==> src/rtl/pe_array_seq.sv <==
// pe_array_seq: block-matching search sequencer for a PE_array.
// Per search it loads a 16-word current block, then for each horizontal
// offset h it loads 4 reference row-groups and sweeps all vertical offsets v,
// shifting in one new reference row per step. The FSM holds state and
// counters in any cycle where mem_ready is low.
//
// Ports
//   clk, rst_n          clock, async active-low reset
//   start               one-cycle search request (ignored while busy)
//   mem_ready           memory data valid this cycle; low stalls the walk
//   busy, done          search in progress / one-cycle completion pulse
//   in_curr_enable      current-block write enable
//   CB_select           current-buffer ping-pong select (toggles per search)
//   abs_Control         00 hold, 01 compute
//   change_ref          new reference column pulse
//   ref_input_Control   00 hold, 01 load 8 rows, 10 shift 1 row
//   cb_addr             current-block word address
//   ref_row_addr        first reference row fetched
//   ref_col_addr        reference column (= h)
//   abs_valid, mv_x, mv_y  registered compute strobe with its (h, v) tag
module pe_array_seq #(
    parameter int unsigned SEARCH_H = 16,
    parameter int unsigned SEARCH_V = 16
) (
    input  logic       clk,
    input  logic       rst_n,
    input  logic       start,
    input  logic       mem_ready,
    output logic       busy,
    output logic       done,
    output logic       in_curr_enable,
    output logic       CB_select,
    output logic [1:0] abs_Control,
    output logic       change_ref,
    output logic [1:0] ref_input_Control,
    output logic [3:0] cb_addr,
    output logic [6:0] ref_row_addr,
    output logic [5:0] ref_col_addr,
    output logic       abs_valid,
    output logic [5:0] mv_x,
    output logic [5:0] mv_y
);

    localparam int unsigned CNT_W  = 6;
    localparam int unsigned ROW_W  = 7;
    localparam int unsigned WORD_W = 4;
    localparam int unsigned K_W    = 2;

    localparam logic [CNT_W-1:0]  H_LAST    = CNT_W'(SEARCH_H - 1);
    localparam logic [CNT_W-1:0]  V_LAST    = CNT_W'(SEARCH_V - 1);
    localparam logic [WORD_W-1:0] WORD_LAST = WORD_W'(15);
    localparam logic [K_W-1:0]    K_LAST    = K_W'(3);
    localparam logic [ROW_W-1:0]  ROW_SHIFT = ROW_W'(32);

    localparam logic [1:0] ABS_HOLD    = 2'b00;
    localparam logic [1:0] ABS_COMPUTE = 2'b01;
    localparam logic [1:0] REF_HOLD    = 2'b00;
    localparam logic [1:0] REF_LOAD8   = 2'b01;
    localparam logic [1:0] REF_SHIFT1  = 2'b10;

    typedef enum logic [2:0] {
        IDLE,
        LOAD_CB,
        LOAD_REF,
        SEARCH,
        DONE
    } state_t;

    state_t             state_q, state_d;
    logic               cb_sel_q, cb_sel_d;
    logic [WORD_W-1:0]  word_q, word_d;
    logic [K_W-1:0]     k_q, k_d;
    logic [CNT_W-1:0]   h_q, h_d;
    logic [CNT_W-1:0]   v_q, v_d;
    logic [ROW_W-1:0]   row_q, row_d;
    logic               abs_valid_q;
    logic [CNT_W-1:0]   mv_x_q, mv_y_q;

    // State, counters and the registered compute tag
    always_ff @(posedge clk or negedge rst_n) begin
        if (!rst_n) begin
            state_q     <= IDLE;
            cb_sel_q    <= 1'b0;
            word_q      <= '0;
            k_q         <= '0;
            h_q         <= '0;
            v_q         <= '0;
            row_q       <= '0;
            abs_valid_q <= 1'b0;
            mv_x_q      <= '0;
            mv_y_q      <= '0;
        end else begin
            state_q     <= state_d;
            cb_sel_q    <= cb_sel_d;
            word_q      <= word_d;
            k_q         <= k_d;
            h_q         <= h_d;
            v_q         <= v_d;
            row_q       <= row_d;
            abs_valid_q <= (abs_Control == ABS_COMPUTE);
            mv_x_q      <= h_q;
            mv_y_q      <= v_q;
        end
    end

    // Next-state, counter updates and PE_array controls; a low mem_ready
    // leaves every default (hold) in place
    always_comb begin
        state_d           = state_q;
        cb_sel_d          = cb_sel_q;
        word_d            = word_q;
        k_d               = k_q;
        h_d               = h_q;
        v_d               = v_q;
        row_d             = row_q;
        busy              = 1'b1;
        done              = 1'b0;
        in_curr_enable    = 1'b0;
        change_ref        = 1'b0;
        abs_Control       = ABS_HOLD;
        ref_input_Control = REF_HOLD;

        case (state_q)
            IDLE: begin
                busy = 1'b0;
                if (start) begin
                    state_d  = LOAD_CB;
                    cb_sel_d = ~cb_sel_q;
                    word_d   = '0;
                end
            end
            LOAD_CB: begin
                if (mem_ready) begin
                    in_curr_enable = 1'b1;
                    if (word_q == WORD_LAST) begin
                        state_d = LOAD_REF;
                        h_d     = '0;
                        k_d     = '0;
                    end else begin
                        word_d = word_q + WORD_W'(1);
                    end
                end
            end
            LOAD_REF: begin
                if (mem_ready) begin
                    ref_input_Control = REF_LOAD8;
                    change_ref        = (k_q == '0);
                    row_d             = ROW_W'({k_q, 3'b000});
                    if (k_q == K_LAST) begin
                        state_d = SEARCH;
                        v_d     = '0;
                    end else begin
                        k_d = k_q + K_W'(1);
                    end
                end
            end
            SEARCH: begin
                if (mem_ready) begin
                    abs_Control = ABS_COMPUTE;
                    if (v_q != V_LAST) begin
                        // Next vertical offset needs one more reference row
                        ref_input_Control = REF_SHIFT1;
                        row_d             = ROW_SHIFT + ROW_W'(v_q);
                        v_d               = v_q + CNT_W'(1);
                    end else if (h_q != H_LAST) begin
                        h_d     = h_q + CNT_W'(1);
                        k_d     = '0;
                        state_d = LOAD_REF;
                    end else begin
                        state_d = DONE;
                    end
                end
            end
            DONE: begin
                done    = 1'b1;
                state_d = IDLE;
            end
            default: state_d = IDLE;
        endcase
    end

    assign CB_select    = cb_sel_q;
    assign cb_addr      = word_q;
    assign ref_row_addr = row_d;
    assign ref_col_addr = h_q;
    assign abs_valid    = abs_valid_q;
    assign mv_x         = mv_x_q;
    assign mv_y         = mv_y_q;

endmodule

==> config.mk <==
export PLATFORM = sky130hd
export DESIGN_NAME = pe_array_seq
export DESIGN_NICKNAME = d
export VERILOG_FILES = /design/src/rtl/pe_array_seq.sv
export SDC_FILE = /design/constraint.sdc
export NUM_CORES = 1
export LEC_CHECK = 0
export CAP_MARGIN = 5
export CORE_UTILIZATION = 45
export DETAILED_ROUTE_END_ITERATION = 10
export HOLD_SLACK_MARGIN = 0.06
export PLACE_DENSITY = 0.75
export SLEW_MARGIN = 20
export SYNTH_ARGS = -nofsm -noshare
export SYNTH_HDL_FRONTEND = slang
export SYNTH_SLANG_ARGS = --single-unit
export TNS_END_PERCENT = 5
==> constraint.sdc <==
create_clock -name clk -period 1.8 [get_ports clk]
set_input_delay 0.27 -clock clk [delete_from_list [all_inputs] [get_ports clk]]
set_output_delay 0.27 -clock clk [all_outputs]
set_load 0.05 [all_outputs]
Word level (Yosys, flattened, before mapping). Index checks and enable logic that the tools add are counted.

$add $sub $neg: 5. Equal/unequal tests: 20. Multiplexer cells: 47. Bitwise operators: 1. Reductions and logical operators: 12.

Operator list (count): 2-to-1 mux 6 bit (9); 2-to-1 mux 3 bit (8); case mux 6 bit (2 select lines) (2); inequality test 2 bit (second input constant) (11); 2-to-1 mux 7 bit (3); 2-to-1 mux 2 bit (9); case mux 7 bit (2 select lines) (1); adder 6 x 1 -> 6 bit (second input constant) (2); 2-to-1 mux 4 bit (3); inequality test 6 x 4 -> 1 bit (second input constant) (2); case mux 3 bit (4 select lines) (1); 2-to-1 mux 1 bit (8); case mux 4 bit (2 select lines) (1); AND reduction 8 bit (1); adder 6 x 6 -> 7 bit (first input constant) (1); AND reduction 7 bit (1); equality test 3 x 2 -> 1 bit (second input constant) (2); case mux 2 bit (3 select lines) (1); AND reduction 6 bit (1); nonzero test 2 bit (3); AND reduction 5 bit (1); adder 4 x 1 -> 4 bit (second input constant) (1); equality test 4 bit (second input constant) (1); case mux 2 bit (2 select lines) (1); other kinds (11) (11).

Register bits: 42. Bits of input ports: 4. Output and inout bits: 39.

Depth between registers and ports, before layout. Gate-level depths: netlist of run 1.

Word-level depth: 5. Depth in mapped cells: 6. Depth with buffers taken out: 5.

Worst setup path after synthesis of run 1. OpenSTA, ideal clock, no wires.

Path kind: reg-to-output. From: register state_q[2]. To: output ref_row_addr[3]. Arrival time: 2.489 ns. Required time: 1.530 ns. Path slack: -0.959 ns. Stages on the path, launching flop included: 5. Path through: dfrtp_1 clkbuf_1 nand3b_1 nor2_1 a221oi_1.

Longest elaborated chain between the ends: 2. Elaborated cells on any way between the ends: 3. Those cells by class: eq/ne (2); mux (1).

RTL lines: from (decl) (RTL line 69) `state_t state_q, state_d;`; from (signal assigned) (RTL line 93) `state_q <= state_d;`; equality test 3 x 2 -> 1 bit (RTL line 123) `case (state_q)`; case mux 7 bit (2 select lines) (*) (RTL line 123); to (decl) (RTL line 37) `output logic [6:0] ref_row_addr,`.

Mark *: on every way between the ends. The rest lies on a longest branch, timed or not.

Worst setup path in the final report of run 1.
From: register v_q[1]. To: output ref_row_addr[4].

Longest elaborated chain between the ends: 4. Elaborated cells on any way between the ends: 5. Those cells by class: add/sub (1); eq/ne (1); mux (3).

RTL lines: from (decl) (RTL line 74) `logic [CNT_W-1:0] v_q, v_d;`; from (signal assigned) (RTL line 98) `v_q <= v_d;`; adder 6 x 6 -> 7 bit / inequality test 6 x 4 -> 1 bit (equally long branches) (RTL line 163, 160); 2-to-1 mux 7 bit (*) (RTL line 160) `if (v_q != V_LAST) begin`; 2-to-1 mux 7 bit (*) (RTL line 158) `if (mem_ready) begin`; case mux 7 bit (2 select lines) (*) (RTL line 123).

Marked as above.

==> results of run 1 <==
[flip-flops by register name (all words and copies together) (netlist names)]
| signal | count |
|---|---|
| CB_select | 1 |
| abs_valid | 1 |
| mv_x | 6 |
| row_q | 7 |
| mv_y | 6 |
| v_q | 6 |
| k_q | 2 |
| cb_addr | 4 |
| state_q | 3 |
| ref_col_addr | 6 |
[metrics by stage]
stage | power (W) | setup TNS (ns)
final | 0.00511 | -1.53
after global routing | 0.00536 | -2.43
after CTS | 0.00507 | -1.33
after detailed placement | 0.00432 | -2.01
after global placement | 0.00427 | -1.91
after floorplan | 0.00306 | -3.77
[worst register-to-register path, delay by kind of cell (launching register included)]
kind,cells,cell delay [ns]
fa+ha+maj,1,0.18
mux,1,0.35
compound gates,2,0.62
simple gates,1,0.15
flops,1,0.41
[report_power, final]
group	internal (W)	total (W)	switching [W]	leakage (nW)
combinational	0.00131	0.00305	0.00175	0.860
clock	0.000308	0.000631	0.000323	0.0472
sequential	0.00124	0.00143	0.000190	0.523
[worst max-delay path by stage]
stage / startpoint / end / slack [ns] / cells after the start
after floorplan: state_q[2]$_DFFE_PN0P_ / ref_row_addr[4] / -0.31 / 5
after global placement: mem_ready / v_q[5]$_DFFE_PN0P_ / -0.13 / 6
after detailed placement: mem_ready / ref_row_addr[5] / -0.14 / 5
after CTS: v_q[1]$_DFFE_PN0P_ / ref_row_addr[6] / -0.20 / 6
after global routing: v_q[1]$_DFFE_PN0P_ / ref_row_addr[6] / -0.27 / 6
final: v_q[1]$_DFFE_PN0P_ / ref_row_addr[4] / -0.20 / 7
[logic make-up (layout without fill, tap and decap cells)]
family / Yosys count / count (layout) / share of synthesized area, %
AND/OR/NAND/NOR: 62 / 62 / 16.5
AO/OA/AOI/OAI: 47 / 47 / 17.9
flip-flops: 42 / 42 / 53.2
buffers and inverters: 20 / 110 / 4.44
multiplexers: 6 / 6 / 3.17
adder cells (fa/ha/maj): 5 / 5 / 3.17
XOR/XNOR: 3 / 3 / 1.33
other: 1 / 1 / 0.190
[area by class of cell]
| class | count | area [µm²] |
|---|---|---|
| flip-flops and latches | 42 | 1050 |
| multi-input cells | 124 | 987 |
| fillers | 270 | 973 |
| repair buffers | 91 | 898 |
| clock buffers | 6 | 82.6 |
| well taps | 50 | 62.6 |
| inverters | 11 | 43.8 |
| clock inverters | 2 | 12.5 |
[synthesized netlist by cell type, types with 2 or more instances]
cell type,n
a31o_2,2
ha_1,5
xor2_1,2
nor2_1,12
o21ai_0,5
nand2_1,13
nor4_1,3
a21oi_1,9
and2_1,3
a22o_1,5
nor3_1,5
nand2b_1,2
clkbuf_1,6
inv_1,11
nand4_1,3
a221oi_1,2
dfrtp_1,42
o21ai_1,4
a211o_1,3
a31oi_1,2
a22oi_1,3
and3_1,7
mux2i_1,4
nand3_1,6
[what timing repair did]
action	in CTS	in global routing
pin swaps	9	2
hold endpoints to repair	0	0
buffers inserted	2	0
setup endpoints to repair	13	21
resized for setup	25	7
[routing by layer]
| metal | vias to the layer above | wire, µm | global-route usage, % |
|---|---|---|---|
| met1 | 903 | 2250 | 30.5 |
| met4 | 0 | 78 | 9.38 |
| met5 | - | 0 | 0 |
| met3 | 9 | 199 | 5.17 |
| li1 | 857 | - | - |
| met2 | 62 | 2500 | 40.0 |
==> run summary, run 1 <==
WP buf/inv = 2
Total GRT Usage = 24.1%
CTS Buf Count = 5
Row count = 23
Gr ovfl total = 0
Cell taking the most area after synthesis = dfrtp_1
CTS clk-pin slew, worst paths = 0.08 ns
Commonest non-fill, non-tap cell in the layout = buf_4
RR Startpoint = ref_col_addr[0]$_DFFE_PN0P_
N_diodes = 0
Setup Viol. Count Final = 12
# DRC = 0
Worst setup margin = -0.203 ns
Distinct cells, synth = 51
Status = complete, but fails checks
Final Critical Period = 2.00 ns
Fmax = 499 MHz
Largest net degree at the start of global routing = 43
Via-per-instance ratio = 5.62
Top area cells in the synthesized netlist = dfrtp_1, ha_1, nand2_1
Area of the mapped netlist = 1970 µm²
CORE AREA = 4120 µm²
Antenna-violating nets left = 0
IO Pins = 43
Share of post-route cells with drive strength above 1 = 43.1%
Drt initial violations = 121
Routed Wire Length = 5040 µm
Pre-CTS setup slack = -0.143 ns
Area grow syn2layout = 59.1%
Crit-path max FO = 5
Sequential cell area fraction in the yosys report = 53.2%
Root Driver = clkbuf_8
CP startpoint kind = flip-flop
Crit path required time = 1.53 ns
Depth of the most critical reg-to-reg path = 5
P_leak = 1.43 nW
First-pass GRT wire length = 8170 µm
Routed len/inst = 15.4 µm
CP endpoint kind = output pin
Reg2reg setup slack = -0.02 ns
Worst hold margin = 0.0389 ns
Max_cap viols = 0
Most frequent cells in the layout = buf_4, dfrtp_1, clkdlybuf4s50_1
Design area = 3140 µm²
Port Buffers = 41
Nets = 284
YS warnings = 0
Initial Util = 48.0%
RSZ-0062 raised after global routing = true
Clock skew = 0.00627 ns
Crit path kind = flip-flop to output pin
Initial antenna violation count = 0
CTS Buffer Depth = 2
Via count = 1831
WP data arrival = 1.73 ns
Worst Max-Slew Pin Slew = 0.528 ns
Slew headroom = 64.8%
Worst path max stage delay = 0.36 ns
Post-DP HPWL = 3400 µm
TritonCTS clock tree = built
Die span in x = 68.2 µm
Vias in the first global route = 1724
Fin. max-slew vios = 0
Placement Cell Area = 2900 µm²
Synth Instances = 186
Synth Register Bits = 42
DR pass1 iterations = 5
CP cell instances = ha_2 > nand3_2 > buf_6 > nor2_4 > a22oi_1 > o21ai_2 > buf_12
Mapped Nets = 195
EDFF count, synth = 0
Final GP Congestion = 0.890
Period utilization = 111%
Final Util = 76.3%
CP max stage cell = dfrtp_1
PwrDens = 1630 nW/µm²
Failing checks = negative setup slack
Hold Fails Final Rpt = 0
Reg2reg end = k_q[0]$_DFFE_PN0P_
Sink Count = 42
CP top delay family = flip-flops
Die height = 68.2 µm
Die ar. = 4660 µm²
Worst IR drop on VDD = 1320 µV
Top cell type's share of synthesized area = 53.2%
Non-Filler Instances = 326
Syn avg cell area = 10.6 µm²
Predominant post-synthesis flop cell = dfrtp_1
Worst Hold Class = primary input to async pin
Placed cell count = 316
Clk_lat worst skew = 0.29 ns
Htree depth = 2
Post-CTS Hold Fix Bufs = 0
Asr flop ratio synth = 100%
Power figures use the tool's default switching activity.
==> run 2: changes to the inputs <==
--- a/config.mk
+++ b/config.mk
@@ -6,6 +6,7 @@
 export NUM_CORES = 1
 export LEC_CHECK = 0
 export CAP_MARGIN = 5
+export CORE_ASPECT_RATIO = 1.25
 export CORE_UTILIZATION = 45
 export DETAILED_ROUTE_END_ITERATION = 10
 export HOLD_SLACK_MARGIN = 0.06
==> run summary, run 2 (synthesis results as in run 1) <==
First-pass GRT wire length = 8860 µm (was 8170 µm)
Area grow syn2layout = 62.8% (was 59.1%)
CTS Buffer Depth = 2 (unchanged)
CTS clk-pin slew, worst paths = 0.08 ns (about the same)
Post-DP HPWL = 3710 µm (was 3400 µm)
Reg2reg setup slack = -0.04 ns (was -0.02 ns)
Crit path required time = 1.53 ns (about the same)
Biggest register = row_q (unchanged)
Period utilization = 115% (was 111%)
Commonest non-fill, non-tap cell in the layout = buf_4 (unchanged)
WP data arrival = 1.80 ns (was 1.73 ns)
Clk_lat worst skew = 0.30 ns (was 0.29 ns)
Fmax = 484 MHz (was 499 MHz)
Crit-path max FO = 3 (was 5)
Depth of the most critical reg-to-reg path = 5 (unchanged)
Initial Util = 47.8% (was 48.0%)
Slew headroom = 66.7% (was 64.8%)
Setup TNS = -1.88 ns (was -1.53 ns)
Sink Count = 42 (unchanged)
Share of post-route cells with drive strength above 1 = 43.7% (was 43.1%)
Max_cap viols = 0 (unchanged)
Reg2reg end = k_q[0]$_DFFE_PN0P_ (unchanged)
Worst Max-Slew Pin Slew = 0.498 ns (was 0.528 ns)
Worst setup margin = -0.268 ns (was -0.203 ns)
Hold Fails Final Rpt = 0 (unchanged)
Fin. max-slew vios = 0 (unchanged)
Gr ovfl total = 0 (unchanged)
Pre-CTS setup slack = -0.169 ns (was -0.143 ns)
Die height = 76.1 µm (was 68.2 µm)
CTS Buf Count = 5 (unchanged)
Die ar. = 4660 µm² (about the same)
# DRC = 0 (unchanged)
CP Launch Point = v_q[0]$_DFFE_PN0P_ (was v_q[1]$_DFFE_PN0P_)
Crit path kind = flip-flop to output pin (unchanged)
Most frequent cells in the layout = buf_4, dfrtp_1, clkdlybuf4s50_1, buf_12, nand2_1 (was buf_4, dfrtp_1, clkdlybuf4s50_1)
Row count = 26 (was 23)
# fillers = 265 (was 270)
RR Startpoint = ref_col_addr[0]$_DFFE_PN0P_ (unchanged)
Max reg flops = 7 (unchanged)
Antenna-violating nets left = 0 (unchanged)
Drt initial violations = 49 (was 121)
Clock skew = 0.00769 ns (was 0.00627 ns)
Routed Wire Length = 5230 µm (was 5040 µm)
Nets = 286 (was 284)
CP startpoint kind = flip-flop (unchanged)
Vias in the first global route = 1908 (was 1724)
Routed len/inst = 15.7 µm (was 15.4 µm)
Final Critical Period = 2.07 ns (was 2.00 ns)
Final GP Congestion = 0.896 (was 0.890)
Total GRT Usage = 25.6% (was 24.1%)
IO Pins = 43 (unchanged)
Final Util = 77.8% (was 76.3%)
Placement Cell Area = 2910 µm² (was 2900 µm²)
Via-per-instance ratio = 5.56 (was 5.62)
DR pass1 iterations = 4 (was 5)
Setup Viol. Count Final = 13 (was 12)
Root Driver = clkbuf_8 (unchanged)
Worst IR drop on VDD = 933 µV (was 1320 µV)
CP endpoint kind = output pin (unchanged)
Htree depth = 2 (unchanged)
P_leak = 1.45 nW (was 1.43 nW)
RSZ-0062 raised after global routing = true (unchanged)
PwrDens = 1650 nW/µm² (was 1630 nW/µm²)
Via count = 1851 (was 1831)
Port Buffers = 41 (unchanged)
Worst Hold Class = primary input to async pin (unchanged)
Largest net degree at the start of global routing = 27 (was 43)
Setup crit end = ref_row_addr[3] (was ref_row_addr[4])
CORE AREA = 4130 µm² (was 4120 µm²)
Non-Filler Instances = 333 (was 326)
Initial antenna violation count = 0 (unchanged)
Design area = 3210 µm² (was 3140 µm²)
Status = complete, but fails checks (unchanged)
Failing checks = negative setup slack (unchanged)
N_diodes = 0 (unchanged)
TritonCTS clock tree = built (unchanged)
Die span in x = 61.2 µm (was 68.2 µm)
Placed cell count = 321 (was 316)
==> run 2: area by class of cell <==
type                    instances  area (µm²)  share of cell area [%]
repair buffers                 93         928                    28.9
clock buffers                   6        82.6                    2.57
clock inverters                 1        30.0                   0.934
flip-flops and latches         42        1060                    32.9
multi-input cells             124        1000                    31.2
well taps                      56        70.1                    2.18
inverters                      11        43.8                    1.36
==> run 2: timing repair <==
| action | in CTS | in global routing |
|---|---|---|
| gates resized for setup | 24 | 11 |
| hold endpoints to repair | 16 | 0 |
| pin swaps | 7 | 5 |
| setup buffers | 2 | 2 |
| hold buffers | 1 | 0 |
| setup endpoints to repair | 15 | 21 |
==> run 2: worst min path at each step <==
| stage | start | end | slack [ns] | cells after the start |
|---|---|---|---|---|
| final | rst_n | cb_addr[0]$_DFFE_PN0P_ | 0.44 | 2 |
| after global routing | rst_n | cb_addr[0]$_DFFE_PN0P_ | 0.48 | 2 |
| after CTS | v_q[4]$_DFFE_PN0P_ | mv_y[4]$_DFF_PN0_ | 0.45 | 0 |
| after detailed placement | rst_n | cb_addr[0]$_DFFE_PN0P_ | 0.23 | 1 |
| after global placement | rst_n | CB_select$_DFFE_PN0P_ | 0.22 | 1 |
| after floorplan | rst_n | CB_select$_DFFE_PN0P_ | -0.03 | 0 |
==> run 2: critical path: stages, from the launching register on <==
cell,delay (ns)
dfrtp_1,0.41
ha_4,0.18
and3_4,0.19
nand2_4,0.09
o22ai_4,0.08
a221oi_4,0.37
buf_12,0.18
==> run 2: report_power, final <==
group	switching [W]	total (W)	internal [W]
sequential	0.000216	0.00146	0.00124
clock	0.000317	0.000761	0.000444
combinational	0.00175	0.00308	0.00133
==> run 2: stage by stage <==
stage	hold WS (ns)	power (W)
final	0.440	0.00530
after global routing	0.475	0.00557
after CTS	0.451	0.00522
after detailed placement	0.228	0.00431
after global placement	0.222	0.00424
after floorplan	-0.0256	0.00306
==> run 2: per-layer routing <==
layer,GRT usage [%],up-vias,wire (µm)
met5,0,-,0
met4,11.6,0,144
met3,5.77,15,198
met2,42.2,54,2770
met1,30.8,922,2110
li1,-,860,-
==> run 3: changes to the inputs <==
--- a/config.mk
+++ b/config.mk
@@ -11,6 +11,7 @@
 export DETAILED_ROUTE_END_ITERATION = 10
 export HOLD_SLACK_MARGIN = 0.06
 export PLACE_DENSITY = 0.75
+export SETUP_SLACK_MARGIN = 0.05
 export SLEW_MARGIN = 20
 export SYNTH_ARGS = -nofsm -noshare
 export SYNTH_HDL_FRONTEND = slang
==> constraint.sdc (replaced) <==
create_clock -name clk -period 1.9 [get_ports clk]
set_input_delay 0.285 -clock clk [delete_from_list [all_inputs] [get_ports clk]]
set_output_delay 0.285 -clock clk [all_outputs]
set_load 0.05 [all_outputs]
==> run summary, run 3 (synthesis results as in run 1) <==
Final Critical Period = 2.03 ns
Die span in x = 61.2 µm (unchanged)
CORE AREA = 4130 µm² (unchanged)
WP data arrival = 1.75 ns (was 1.80 ns)
Sequential cell area = 1060 µm² (about the same)
Crit path kind = flip-flop to output pin (unchanged)
P_leak = 1.42 nW (was 1.45 nW)
Failing checks = negative setup slack (unchanged)
Die ar. = 4660 µm² (unchanged)
CTS clk-pin slew, worst paths = 0.08 ns (about the same)
Crit path required time = 1.62 ns (was 1.53 ns)
Post-DP HPWL = 3630 µm (was 3710 µm)
Routed Wire Length = 4980 µm (was 5230 µm)
Via-per-instance ratio = 5.58 (was 5.56)
Final GP Congestion = 0.894 (was 0.896)
Worst setup margin = -0.135 ns (was -0.268 ns)
Largest net degree at the start of global routing = 20 (was 27)
Share of post-route cells with drive strength above 1 = 37.4% (was 43.7%)
Most frequent cells in the layout = buf_4, dfrtp_1, clkdlybuf4s50_1 (was buf_4, dfrtp_1, clkdlybuf4s50_1, buf_12, nand2_1)
Slew headroom = 66.9% (was 66.7%)
Hold Fails Final Rpt = 0 (unchanged)
Clk_lat worst skew = 0.29 ns (was 0.30 ns)
Initial antenna violation count = 0 (unchanged)
# DRC = 0 (unchanged)
TritonCTS clock tree = built (unchanged)
RSZ-0062 raised after global routing = true (unchanged)
Sink Count = 42 (unchanged)
Gr ovfl total = 0 (unchanged)
Max_cap viols = 0 (unchanged)
# fillers = 285 (was 265)
PwrDens = 1530 nW/µm² (was 1650 nW/µm²)
Initial Util = 47.8% (unchanged)
Commonest non-fill, non-tap cell in the layout = buf_4 (unchanged)
N_diodes = 0 (unchanged)
Root Driver = clkbuf_8 (unchanged)
Worst IR drop on VDD = 979 µV (was 933 µV)
Row count = 26 (unchanged)
Setup Viol. Count Final = 7 (was 13)
Routed len/inst = 15.3 µm (was 15.7 µm)
Total power = 0.00475 W (was 0.00530 W)
Port Buffers = 41 (unchanged)
CTS Buf Count = 5 (unchanged)
Biggest register = row_q (unchanged)
Status = complete, but fails checks (unchanged)
Htree depth = 2 (unchanged)
Total GRT Usage = 24.1% (was 25.6%)
Crit-path max FO = 3 (unchanged)
Nets = 278 (was 286)
First-pass GRT wire length = 8340 µm (was 8860 µm)
Fin. max-slew vios = 0 (unchanged)
Antenna-violating nets left = 0 (unchanged)
Max reg flops = 7 (unchanged)
Period utilization = 107%
Footprint of the multi-input gates = 963 µm² (was 1000 µm²)
Pre-CTS setup slack = -0.0693 ns (was -0.169 ns)
Die height = 76.1 µm (unchanged)
IO Pins = 43 (unchanged)
Worst Hold Class = primary input to async pin (unchanged)
Area grow syn2layout = 56.8% (was 62.8%)
Vias in the first global route = 1800 (was 1908)
CP endpoint kind = output pin (unchanged)
Via count = 1819 (was 1851)
Drt initial violations = 30 (was 49)
CP startpoint kind = flip-flop (unchanged)
Fmax = 491 MHz
Clock skew = 0.00555 ns (was 0.00769 ns)
Worst Max-Slew Pin Slew = 0.496 ns (was 0.498 ns)
CTS Buffer Depth = 2 (unchanged)
DR pass1 iterations = 4 (unchanged)
[run 3: cell types whose count changed in the layout (fill, tap and decap cells not counted), moves of 2 or more]
cell | before | now
clkdlybuf4s50_1 | 14 | 17
dlygate4sd2_1 | 1 | 5
dlymetal6s2s_1 | 0 | 2
buf_6 | 5 | 3
buf_4 | 57 | 43
[run 3: path summary, 6_finish.rpt]
path,cells after the start,from,endpoint,slack (ns)
max,6,v_q[0]$_DFFE_PN0P_,ref_row_addr[3],-0.13
min,2,rst_n,CB_select$_DFFE_PN0P_,0.38
min reg2reg,0,v_q[4]$_DFFE_PN0P_,mv_y[4]$_DFF_PN0_,0.44
max reg2reg,5,ref_col_addr[0]$_DFFE_PN0P_,k_q[0]$_DFFE_PN0P_,0.05
min in group clk,0,v_q[4]$_DFFE_PN0P_,mv_y[4]$_DFF_PN0_,0.44
max in group asynchronous,3,rst_n,mv_y[5]$_DFF_PN0_,1.01
[run 3: what timing repair did]
item,4_1_cts,5_1_grt
pin swaps,6,1
setup endpoints to repair,19,19
resized for setup,27,7
endpoints found under the hold margin,10,0
hold buffers,1,0
setup buffers,1,0
[run 3: final cells by class]
type | instances | share of cell area (%)
multi-input combinational | 124 | 31.1
sequential | 42 | 34.1
tap | 56 | 2.26
clock inverter | 1 | 0.162
inverter | 11 | 1.41
timing repair buffer | 85 | 28.1
clock buffer | 7 | 2.79
[run 3: metal layers]
layer,global-route usage [%],wire [µm],up-vias
met5,0,0,-
met4,10.2,117,0
met3,4.75,183,14
met2,39.6,2650,49
met1,29.9,2030,912
li1,-,-,844
[run 3: per-stage QoR]
stage | cells | TNS, ns | instance area [µm²] | utilization [%] | hold WS [ns]
detailed placement | 316 | -0.523 | 2880 | 69.7 | 0.173
global route | 326 | -1.46 | 3100 | 75.0 | 0.418
finish | 326 | -0.704 | 3100 | 75.0 | 0.384
CTS | 326 | -0.766 | 3070 | 74.4 | 0.387
floorplan | 186 | -1.77 | 2010 | - | -0.0106
global placement | 316 | -0.245 | 2880 | 69.7 | 0.170
[run 3: where the power goes]
group	total [W]	leakage (nW)	switching (W)	internal, W
combinational	0.00276	0.851	0.00159	0.00118
sequential	0.00140	0.521	0.000223	0.00118
clock	0.000585	0.0482	0.000292	0.000293
total	0.00475	1.42	0.00210	0.00265
[run 3: critical path, stage by stage (launching register included)]
cell and delay (ns):
dfrtp_1 0.41, ha_4 0.19, and3_4 0.19, nand2_4 0.09
o22ai_4 0.08, a221oi_4 0.32, buf_12 0.18
